<file path="src/rtl/dma_rd_arbiter_if.sv">
// Bundle of requester-side and read-engine-side signals around dma_rd_arbiter.
// slave is the arbiter's view; master is the view of whatever drives requests and DMA completion.
interface dma_rd_arbiter_if #(
    parameter int NUM_REQ    = 4,
    parameter int AW         = 32,
    parameter int BITS_TRANS = 8,
    parameter int BLK_W      = 16
);
    logic [NUM_REQ-1:0]       i_req_valid;
    logic [NUM_REQ*AW-1:0]    i_req_addr;
    logic [NUM_REQ*BLK_W-1:0] i_req_nblk;
    logic [NUM_REQ-1:0]       o_req_ready;
    logic [NUM_REQ-1:0]       o_req_done;
    logic [NUM_REQ-1:0]       o_grant;
    logic                     o_busy;
    logic                     o_start_dma;
    logic [AW-1:0]            o_start_addr;
    logic [BITS_TRANS-1:0]    o_num_trans;
    logic                     i_dma_done;

    modport slave (
        input  i_req_valid, i_req_addr, i_req_nblk, i_dma_done,
        output o_req_ready, o_req_done, o_grant, o_busy,
        output o_start_dma, o_start_addr, o_num_trans
    );

    modport master (
        output i_req_valid, i_req_addr, i_req_nblk, i_dma_done,
        input  o_req_ready, o_req_done, o_grant, o_busy,
        input  o_start_dma, o_start_addr, o_num_trans
    );
endinterface

</file>
<file path="src/rtl/dma_rd_arbiter.sv">
// Round-robin arbiter sharing one DMA read engine among NUM_REQ block-read loaders.
// Define DMA_ARB_INTERLEAVE_EN for burst-level interleaving (per-requester slot registers).
module dma_rd_arbiter #(
    parameter int NUM_REQ        = 4,
    parameter int AW             = 32,
    parameter int BITS_TRANS     = 8,
    parameter int NUM_TRANS      = 16,
    parameter int BYTES_PER_BEAT = 4,
    parameter int BLK_W          = 16
) (
    input logic              clk,
    input logic              rst,
    dma_rd_arbiter_if.slave  bus
);
    localparam int LW = (NUM_REQ > 1) ? $clog2(NUM_REQ) : 1;
    localparam logic [AW-1:0] BURST_BYTES = AW'(NUM_TRANS * BYTES_PER_BEAT);

    localparam logic [1:0] IDLE  = 2'd0;
    localparam logic [1:0] ISSUE = 2'd1;
    localparam logic [1:0] WAIT  = 2'd2;

    logic [1:0]         state;
    logic [LW-1:0]      last;
    logic [NUM_REQ-1:0] grant;
    logic [NUM_REQ-1:0] ready;
    logic [NUM_REQ-1:0] done;
    logic [AW-1:0]      cur_addr;
    logic [BLK_W-1:0]   cur_rem;

    logic [NUM_REQ-1:0] cand;
    logic               found;
    logic [LW-1:0]      win;
    logic [NUM_REQ-1:0] win_hot;
    logic [AW-1:0]      win_addr;
    logic [BLK_W-1:0]   win_nblk;
    logic [AW-1:0]      new_addr;
    logic [BLK_W-1:0]   new_rem;
    logic               arb_point;

    assign new_addr = cur_addr + BURST_BYTES;
    assign new_rem  = cur_rem - BLK_W'(1);

`ifdef DMA_ARB_INTERLEAVE_EN
    logic [NUM_REQ-1:0] slot_active;
    logic [AW-1:0]      slot_addr [NUM_REQ];
    logic [BLK_W-1:0]   slot_rem  [NUM_REQ];
    logic [LW-1:0]      owner;
    logic [NUM_REQ-1:0] fin_mask;
    logic               cont;

    // A slot finishing on this done must not compete as an active slot.
    assign fin_mask  = (state == WAIT && bus.i_dma_done && cur_rem == BLK_W'(1)) ? grant : '0;
    assign cand      = (slot_active & ~fin_mask) | bus.i_req_valid;
    assign arb_point = (state == IDLE) || (state == WAIT && bus.i_dma_done);
    assign cont      = (state == WAIT) && (win == owner) && !fin_mask[win];
`else
    assign cand      = bus.i_req_valid;
    assign arb_point = (state == IDLE);
`endif

    always_comb begin
        int idx;
        found = 1'b0;
        win   = last;
        idx   = 0;
        for (int i = 1; i <= NUM_REQ; i++) begin
            idx = int'(last) + i;
            if (idx >= NUM_REQ) idx = idx - NUM_REQ;
            if (!found && cand[idx]) begin
                found = 1'b1;
                win   = LW'(idx);
            end
        end
    end

    assign win_hot  = NUM_REQ'(1) << win;
    assign win_addr = bus.i_req_addr[int'(win)*AW +: AW];
    assign win_nblk = bus.i_req_nblk[int'(win)*BLK_W +: BLK_W];

    always_ff @(posedge clk or posedge rst) begin
        if (rst) begin
            state    <= IDLE;
            last     <= LW'(NUM_REQ - 1);
            grant    <= '0;
            ready    <= '0;
            done     <= '0;
            cur_addr <= '0;
            cur_rem  <= '0;
`ifdef DMA_ARB_INTERLEAVE_EN
            slot_active <= '0;
            owner       <= '0;
            for (int i = 0; i < NUM_REQ; i++) begin
                slot_addr[i] <= '0;
                slot_rem[i]  <= '0;
            end
`endif
        end else begin
            ready <= '0;
            done  <= '0;
            case (state)
                IDLE: ;
                ISSUE: begin
                    // A zero-length request skips the engine and completes directly.
                    if (cur_rem == '0) begin
                        done  <= grant;
                        grant <= '0;
                        state <= IDLE;
`ifdef DMA_ARB_INTERLEAVE_EN
                        slot_active[owner] <= 1'b0;
`endif
                    end else begin
                        state <= WAIT;
                    end
                end
                WAIT: begin
                    if (bus.i_dma_done) begin
                        cur_rem  <= new_rem;
                        cur_addr <= new_addr;
`ifdef DMA_ARB_INTERLEAVE_EN
                        slot_rem[owner]  <= new_rem;
                        slot_addr[owner] <= new_addr;
`endif
                        if (cur_rem == BLK_W'(1)) begin
                            done  <= grant;
                            grant <= '0;
                            state <= IDLE;
`ifdef DMA_ARB_INTERLEAVE_EN
                            slot_active[owner] <= 1'b0;
`endif
                        end else begin
                            state <= ISSUE;
                        end
                    end
                end
                default: state <= IDLE;
            endcase

            // Arbitration overrides the per-state defaults above when it picks a winner.
            if (arb_point && found) begin
                state <= ISSUE;
                grant <= win_hot;
                last  <= win;
`ifdef DMA_ARB_INTERLEAVE_EN
                owner <= win;
                if (!cont) begin
                    if (slot_active[win] && !fin_mask[win]) begin
                        cur_addr <= slot_addr[win];
                        cur_rem  <= slot_rem[win];
                    end else begin
                        ready            <= win_hot;
                        slot_active[win] <= 1'b1;
                        slot_addr[win]   <= win_addr;
                        slot_rem[win]    <= win_nblk;
                        cur_addr         <= win_addr;
                        cur_rem          <= win_nblk;
                    end
                end
`else
                ready    <= win_hot;
                cur_addr <= win_addr;
                cur_rem  <= win_nblk;
`endif
            end
        end
    end

    assign bus.o_req_ready  = ready;
    assign bus.o_req_done   = done;
    assign bus.o_grant      = grant;
    assign bus.o_busy       = (state != IDLE);
    assign bus.o_start_dma  = (state == ISSUE) && (cur_rem != '0);
    assign bus.o_start_addr = cur_addr;
    assign bus.o_num_trans  = BITS_TRANS'(NUM_TRANS);
endmodule

</file>
<file path="src/flat_wrapper.sv">
// flat-port wrapper written by rule: the top's interface ports become plain ports
module dma_rd_arbiter_flat 
#(
    parameter int NUM_REQ        = 4,
    parameter int AW             = 32,
    parameter int BITS_TRANS     = 8,
    parameter int NUM_TRANS      = 16,
    parameter int BYTES_PER_BEAT = 4,
    parameter int BLK_W          = 16
)
  (clk, rst, bus_i_req_valid, bus_i_req_addr, bus_i_req_nblk, bus_i_dma_done, bus_o_req_ready, bus_o_req_done, bus_o_grant, bus_o_busy, bus_o_start_dma, bus_o_start_addr, bus_o_num_trans);
  dma_rd_arbiter_if #(.NUM_REQ(NUM_REQ), .AW(AW), .BITS_TRANS(BITS_TRANS), .BLK_W(BLK_W)) bus_i ();
  input logic clk;
  input logic rst;
  input wire logic [$bits(bus_i.i_req_valid)-1:0] bus_i_req_valid;
  input wire logic [$bits(bus_i.i_req_addr)-1:0] bus_i_req_addr;
  input wire logic [$bits(bus_i.i_req_nblk)-1:0] bus_i_req_nblk;
  input wire logic [$bits(bus_i.i_dma_done)-1:0] bus_i_dma_done;
  output wire logic [$bits(bus_i.o_req_ready)-1:0] bus_o_req_ready;
  output wire logic [$bits(bus_i.o_req_done)-1:0] bus_o_req_done;
  output wire logic [$bits(bus_i.o_grant)-1:0] bus_o_grant;
  output wire logic [$bits(bus_i.o_busy)-1:0] bus_o_busy;
  output wire logic [$bits(bus_i.o_start_dma)-1:0] bus_o_start_dma;
  output wire logic [$bits(bus_i.o_start_addr)-1:0] bus_o_start_addr;
  output wire logic [$bits(bus_i.o_num_trans)-1:0] bus_o_num_trans;
  assign bus_i.i_req_valid = bus_i_req_valid;
  assign bus_i.i_req_addr = bus_i_req_addr;
  assign bus_i.i_req_nblk = bus_i_req_nblk;
  assign bus_i.i_dma_done = bus_i_dma_done;
  assign bus_o_req_ready = bus_i.o_req_ready;
  assign bus_o_req_done = bus_i.o_req_done;
  assign bus_o_grant = bus_i.o_grant;
  assign bus_o_busy = bus_i.o_busy;
  assign bus_o_start_dma = bus_i.o_start_dma;
  assign bus_o_start_addr = bus_i.o_start_addr;
  assign bus_o_num_trans = bus_i.o_num_trans;
  dma_rd_arbiter #(.NUM_REQ(NUM_REQ), .AW(AW), .BITS_TRANS(BITS_TRANS), .NUM_TRANS(NUM_TRANS), .BYTES_PER_BEAT(BYTES_PER_BEAT), .BLK_W(BLK_W)) u_core (.clk(clk), .rst(rst), .bus(bus_i));
endmodule
</file>
<file path="config.mk">
export PLATFORM = sky130hd
export DESIGN_NAME = dma_rd_arbiter_flat
export DESIGN_NICKNAME = d
export VERILOG_FILES = /design/src/rtl/dma_rd_arbiter_if.sv /design/src/rtl/dma_rd_arbiter.sv /design/src/flat_wrapper.sv
export SDC_FILE = /design/constraint.sdc
export NUM_CORES = 1
export LEC_CHECK = 0
export BUFFER_PORTS_ARGS = -buffer_cell sky130_fd_sc_hd__buf_2
export CAP_MARGIN = 20
export CORE_MARGIN = 4
export CORE_UTILIZATION = 40
export CTS_CLUSTER_DIAMETER = 30
export DETAILED_ROUTE_END_ITERATION = 8
export PLACE_DENSITY = 0.84
export SETUP_SLACK_MARGIN = 0.05
export SYNTH_ARGS = -nofsm -noshare
export SYNTH_HDL_FRONTEND = slang
export SYNTH_SLANG_ARGS = --single-unit
</file>
<file path="constraint.sdc">
create_clock -name clk -period 1.94 [get_ports clk]
set_input_delay 0.388 -clock clk [delete_from_list [all_inputs] [get_ports clk]]
set_output_delay 0.388 -clock clk [all_outputs]
set_load 0.005 [all_outputs]
</file>
==> impl_results.md, run 1 <==
* CTS sink cnt at 64
* Area contributors post-synth: dfrtp_1 31%, mux2i_1 14%, mux2_2 8.8%, nand2_1 4.3%, xnor2_1 3.9%
* Crit path cell chain: or4_4, nor4_4, nand4_1, and2_4, buf_6
* Hold slack at 15.8 ps
* Seq/Total Area, Yosys at 32.1%
* CP Buf/Inv Count at 1
* Crit-path max FO at 2
* CTS Root Buffer Type: clkbuf_16
* Tcrit/Tclk final at 118%
* Cells after Synth at 510
* Dpl hpwl at 13.3 mm
* Die Span X at 120 um
* Clk pwr share at 12.7%
* Max Cap Viol at 0
* Synth async-reset ratio at 100%
* Cts hold-fix bufs at 0
* DIE HEIGHT at 120 um
* NetSw at 5.45 mW
* CTS tree: done
* Drt pass-1 iters at 4
* Area growth, synth to finish at 67.9%
* Cts bufs inserted at 9
* Vias in the first global route at 5822
* Post-route cell area at 8390 um^2
* Worst min path class: in2async
* Final min period at 2290 ps
* Cell row count at 40
* Fin. max-slew vios at 0
* CP Capture Type: output port
* VDD IR max at 0.000778 V
* Power per cell area at 1650 nW/um^2
* Synth top area share at 31.0%
* Ratio of cells with drive above 1 in the final layout at 61.1%
* Tot Pwr at 13.8 mW
* Worst path slowest cell: or4_4
* Count leader, synth: mux2i_1
* Initial antenna violation count at 0
* Sum Neg Setup Slack at -4360 ps
* Vias per cell at 5.35
* Count of state elements after synthesis at 64
* Total internal power at 8.40 mW
* Drt drc at 0
* Lkg Pwr at 4.19 nW
* Final wirelength at 19.3 mm
* Synth top cells by count: 72 x mux2i_1, 62 x dfrtp_1, 57 x nand2_1
* Cell taking the most area after synthesis: dfrtp_1
* Area of the multi-input gates at 3730 um^2
* CP max stage delay at 560 ps
* RR Startpoint: u_core.last[0]
* EDFF count, synth at 0
* Netlist cell types at 62
* CORE AREA at 12100 um^2
* Die area at 14300 um^2
* H-tree levels at 3
* Status: finished, violations left
* RR Endpoint: u_core.bus.o_start_addr[18]
* RSZ-0062 raised after global routing: yes
* Port buffer count at 244
* Antenna diodes at 0
* Logic pwr share at 68.9%
* Reg area at 1600 um^2
* CP required at 1550 ps
* Endpoints failing setup at 50
* Vias at 5447
* Largest net degree at the start of global routing at 37
* Clock Path Buffers at 2
* WS Path Type: reg2out
* Sequential Power Share at 18.4%
* Worst reg2reg setup slack at -150 ps
* Clk_skew at 11.3 ps
* Clock transition at the registers of the reported paths at 60 ps
* Delay-heaviest family, CP: simple AND/OR/NAND/NOR gates
* Final ANT Viol Nets at 0
* Worst skew pair latency at 340 ps
* Total track usage at 25.7%
* Syn_area_per_cell at 9.80 um^2
* Num ports at 253
* Nets at 1053
* Global-route wire length before repair at 29.1 mm
* Fmax at 436 MHz
* Drt wl/cell at 19.0 um
* Initial core utilization at 41.3%
* Failing checks: negative setup slack
* Yosys warns at 0
* Pre-CTS setup slack at -168 ps
* Most common flop cell mapped by yosys: dfrtp_1
* Initial DRC Count at 232
* Switching share of power at 39.3%
* Min setup slack post-route at -352 ps
* Dpl cell area at 6910 um^2
* CP arrival at 1900 ps
* Global route overflow at 0
* Startpoint type of the worst setup path: flop
* Reg2Reg Depth at 9
* Number of fill cells in the layout at 889
* Routability cong. at 0.898
* Post-Synthesis Cell Area at 5000 um^2
* Final Hold Fails at 0
[per-layer routing]
metal  vias to the layer above  wire, um  GRT usage, %
met5                         -         0             0
met4                         0       743          13.1
met3                        53      1220          6.08
met2                       234     10300          46.0
met1                      2644      7110          28.2
li1                       2516         -             -
[metrics by stage]
| stage | instances | util [%] |
|---|---|---|
| 2_1_floorplan | 516 | - |
| 3_3_place_gp | 961 | 57.0 |
| 3_5_place_dp | 961 | 57.0 |
| 4_1_cts | 1016 | 67.1 |
| 5_1_grt | 1019 | 69.3 |
| 6_report | 1019 | 69.3 |
[worst max-delay path by stage]
stage / start / end / depth (start not counted) / slack [ps]
3_3_place_gp: bus_i_req_valid[3] / u_core.cur_rem[15] / 8 / -90
6_report: u_core.cur_rem[5] / bus_o_start_dma / 5 / -350
2_1_floorplan: u_core.last[0] / u_core.bus.o_start_addr[26] / 8 / 6
3_5_place_dp: bus_i_req_valid[1] / u_core.bus.o_start_addr[26] / 9 / -170
5_1_grt: u_core.cur_rem[5] / bus_o_start_dma / 5 / -440
4_1_cts: u_core.cur_rem[4] / bus_o_start_dma / 5 / -340
[state kept, by name, summed over array words and instances (netlist names)]
| register | cells |
|---|---|
| u_core.bus.o_start_addr | 32 |
| u_core.cur_rem | 16 |
| u_core.bus.o_grant | 4 |
| u_core.bus.o_req_done | 4 |
| u_core.bus.o_req_ready | 4 |
| u_core.last | 2 |
| u_core.state | 2 |
[kinds of logic (layout without fill, tap and decap cells)]
logic type | count (synthesis) | after routing | share of synthesized area [%]
AND/OR/NAND/NOR | 145 | 145 | 15.9
multiplexers | 117 | 117 | 25.9
AO/OA/AOI/OAI | 90 | 90 | 11.9
flip-flops | 64 | 64 | 32.1
buffers and inverters | 48 | 383 | 5.71
XOR/XNOR | 36 | 36 | 6.31
adder cells (fa/ha/maj) | 8 | 8 | 2.00
other | 2 | 8 | 0.150
[worst register-to-register path: cells and delay by family (launching register included)]
kind                   cells  cell delay, ps
DFF                        1             610
buffers and inverters      3             440
muxes                      2             440
AOI/OAI and AO/OA          2             250
and+or+nand+nor            2             220
[cell usage in the layout, fill, tap and decap left out, drive strengths merged, types with 13 or more instances in the layout]
cell	instances
nand3	15
a22oi	13
buf	356
mux2	39
dfrtp	62
mux2i	72
nand2	58
clkbuf	13
xor2	14
nor2	20
o21ai	42
xnor2	22
[layout make-up]
cell class | instances | share of cell area, %
clock buffers | 13 | 2.98
multi-input cells | 404 | 44.4
inverters | 11 | 0.537
flip-flops and latches | 64 | 19.1
clock inverters | 3 | 0.775
well taps | 168 | 2.51
repair buffers | 356 | 29.7
[power groups by stage]
stage          clock network, mW  registers, mW  logic [mW]
4_1_cts                     1.76           2.50        8.97
6_report                    1.76           2.55        9.54
3_3_place_gp                   0           2.49        6.47
3_5_place_dp                   0           2.51        6.62
5_1_grt                     1.83           2.62        10.1
2_1_floorplan                  0           2.56        4.20
[what timing repair did]
action / CTS / global route
gates resized for setup: 106 / 79
pin swaps: 24 / 36
gates cloned: 9 / 0
setup endpoints to repair: 54 / 62
setup buffers: 30 / 9
Note: power is estimated with default switching activity, not from simulation.
==> run 2, diff against run 1 <==
MAX_ROUTING_LAYER = met4   (was not set)
clock period = 2 ns   (was 1.94 ns; I/O delays follow)
==> run 2 against run 1 <==
Net effect: combinational power fell by 6.3%; clock power shrank 9%; via count down 2.2%; largest cell class unchanged; worst setup slack better by 24 ps; the flow still finishes with violations (negative setup slack); critical endpoint unchanged; register-to-register slack gained 40 ps; highest routed layer unchanged; clock-buffer cell count down 3; clock skew down 1.9 ps; critical path depth unchanged; sequential cell count is the same; sequential power is 3% lower; power decreased by 6.0%; global-route usage fell by 0.65 points.
==> impl_results.md, run 2 (synthesis gave the netlist of run 1 again) <==
* CP arrival at 1930 ps (was 1900 ps)
* Port buffer count at 244 (unchanged)
* Fmax at 430 MHz
* Most frequent cells in the layout: 243 x buf_2, 71 x mux2i_1, 62 x dfrtp_1 (was 243 x buf_2, 67 x buf_4, 66 x mux2i_1)
* Cts bufs inserted at 9 (unchanged)
* Crit-path max FO at 2 (unchanged)
* Dpl hpwl at 13.1 mm (was 13.3 mm)
* Crit path cell chain: or4_4, nor4_4, nand4_1, and2_4, buf_6 (unchanged)
* Total track usage at 25.0% (was 25.7%)
* Drt drc at 0 (unchanged)
* CP Capture Type: output port (unchanged)
* Clock transition at the registers of the reported paths at 60 ps (about the same)
* Largest net degree at the start of global routing at 32 (was 37)
* Die area at 14300 um^2 (unchanged)
* Worst min path class: in2async (unchanged)
* Initial DRC Count at 313 (was 232)
* Startpoint type of the worst setup path: flop (unchanged)
* H-tree levels at 3 (unchanged)
* Endpoints failing setup at 41 (was 50)
* Final ANT Viol Nets at 0 (unchanged)
* CORE AREA at 12100 um^2 (unchanged)
* VDD IR max at 0.000713 V (was 0.000778 V)
* Clock Path Buffers at 2 (unchanged)
* Final min period at 2330 ps
* Commonest non-fill, non-tap cell in the layout: buf_2 (unchanged)
* Power per cell area at 1580 nW/um^2 (was 1650 nW/um^2)
* Initial core utilization at 41.3% (unchanged)
* Nets at 1048 (was 1053)
* Clk_skew at 9.44 ps (was 11.3 ps)
* Global-route wire length before repair at 27.6 mm (was 29.1 mm)
* Status: finished, violations left (unchanged)
* CTS Root Buffer Type: clkbuf_16 (unchanged)
* DIE HEIGHT at 120 um (unchanged)
* CP Buf/Inv Count at 1 (unchanged)
* Final Hold Fails at 0 (unchanged)
* Worst path slowest cell: or4_4 (unchanged)
* CTS tree: done (unchanged)
* Vias per cell at 5.25 (was 5.35)
* RSZ-0062 raised after global routing: yes (unchanged)
* Die Span X at 120 um (unchanged)
* Worst skew pair latency at 330 ps (was 340 ps)
* Pre-CTS setup slack at -223 ps (was -168 ps)
* Routability cong. at 0.891 (was 0.898)
* Global route overflow at 0 (unchanged)
* Placed instance count at 958 (was 961)
* Post-route cell area at 8220 um^2 (was 8390 um^2)
* CP required at 1600 ps (was 1550 ps)
* Drt pass-1 iters at 5 (was 4)
* Cell row count at 40 (unchanged)
* Tot Pwr at 13.0 mW (was 13.8 mW)
* Ratio of cells with drive above 1 in the final layout at 59.0% (was 61.1%)
* Max Cap Viol at 0 (unchanged)
* Min setup slack post-route at -328 ps (was -352 ps)
* Lkg Pwr at 4.12 nW (was 4.19 nW)
* CTS sink cnt at 64 (unchanged)
* Failing checks: negative setup slack (unchanged)
* CP max stage delay at 560 ps (about the same)
* Tcrit/Tclk final at 116%
* Dpl cell area at 6800 um^2 (was 6910 um^2)
* Area growth, synth to finish at 64.5% (was 67.9%)
* Drt wl/cell at 18.2 um (was 19.0 um)
* Delay-heaviest family, CP: simple AND/OR/NAND/NOR gates (unchanged)
* Final wirelength at 18.4 mm (was 19.3 mm)
* Initial antenna violation count at 1 (was 0)
* Fin. max-slew vios at 0 (unchanged)
* Vias in the first global route at 5450 (was 5822)
* Post-Layout Cell Count at 1015 (was 1019)
* Final core area utilization at 67.9% (was 69.3%)
* Vias at 5329 (was 5447)
* Max reg flops at 32 (unchanged)
* Num ports at 253 (unchanged)
* WS Path Type: reg2out (unchanged)
## run 2: changes by cell type in the layout (fill, tap and decap cells not counted), moves of 3 or more
cell	delta
nand2_2	-3
buf_4	-6
buf_6	+4
mux2_2	+6
buf_12	-3
nand3_1	+3
mux2i_2	-4
o21ai_2	-4
mux2_4	-6
nand3_2	-3
mux2i_1	+5
## run 2: metal layers
metal	wire [um]	track usage (%)	vias up
li1	-	-	2515
met1	7220	30.2	2574
met2	9790	43.5	206
met3	969	3.11	34
met4	453	8.30	0
met5	0	-	-
## run 2: cell type report
cell class              instances  area, um^2
diodes                          1        2.50
multi-input cells             404        3630
well taps                     168         210
fillers                       930        3890
clock inverters                 6        68.8
repair buffers                351        2430
inverters                      11        45.0
clock buffers                  10         229
flip-flops and latches         64        1600
## run 2: per-stage QoR
step | TNS [ps] | hold WS (ps)
floorplan | 0 | 484
global placement | -2030 | 386
detailed placement | -4310 | 389
CTS | -467 | 37.1
global route | -5620 | 53.7
finish | -2960 | 37.3
## run 2: path summary, 6_finish.rpt
path	from	end	depth (start not counted)	slack, ps
hold reg to reg	u_core.last[1]	u_core.last[1]	2	520
setup reg to reg	u_core.last[0]	u_core.bus.o_start_addr[29]	10	-110
hold / removal	rst	u_core.bus.o_req_ready[3]	2	40
setup / recovery	u_core.cur_rem[4]	bus_o_start_dma	5	-330
max in group asynchronous	rst	u_core.state[1]	3	1350
min in group clk	bus_i_req_addr[35]	u_core.bus.o_start_addr[3]	3	300
## run 2: repair_timing
item,CTS,global route
gates resized for setup,103,74
setup endpoints to repair,49,57
setup buffers,25,13
hold buffers,0,0
pin swaps,32,44
cloned,8,0
## run 2: where the power goes
group | switching [mW] | leakage (nW) | total [mW] | internal, mW
Combinational | 3.98 | 3.19 | 8.94 | 4.96
Clock | 0.624 | 0.143 | 1.60 | 0.972
Sequential | 0.564 | 0.788 | 2.47 | 1.91
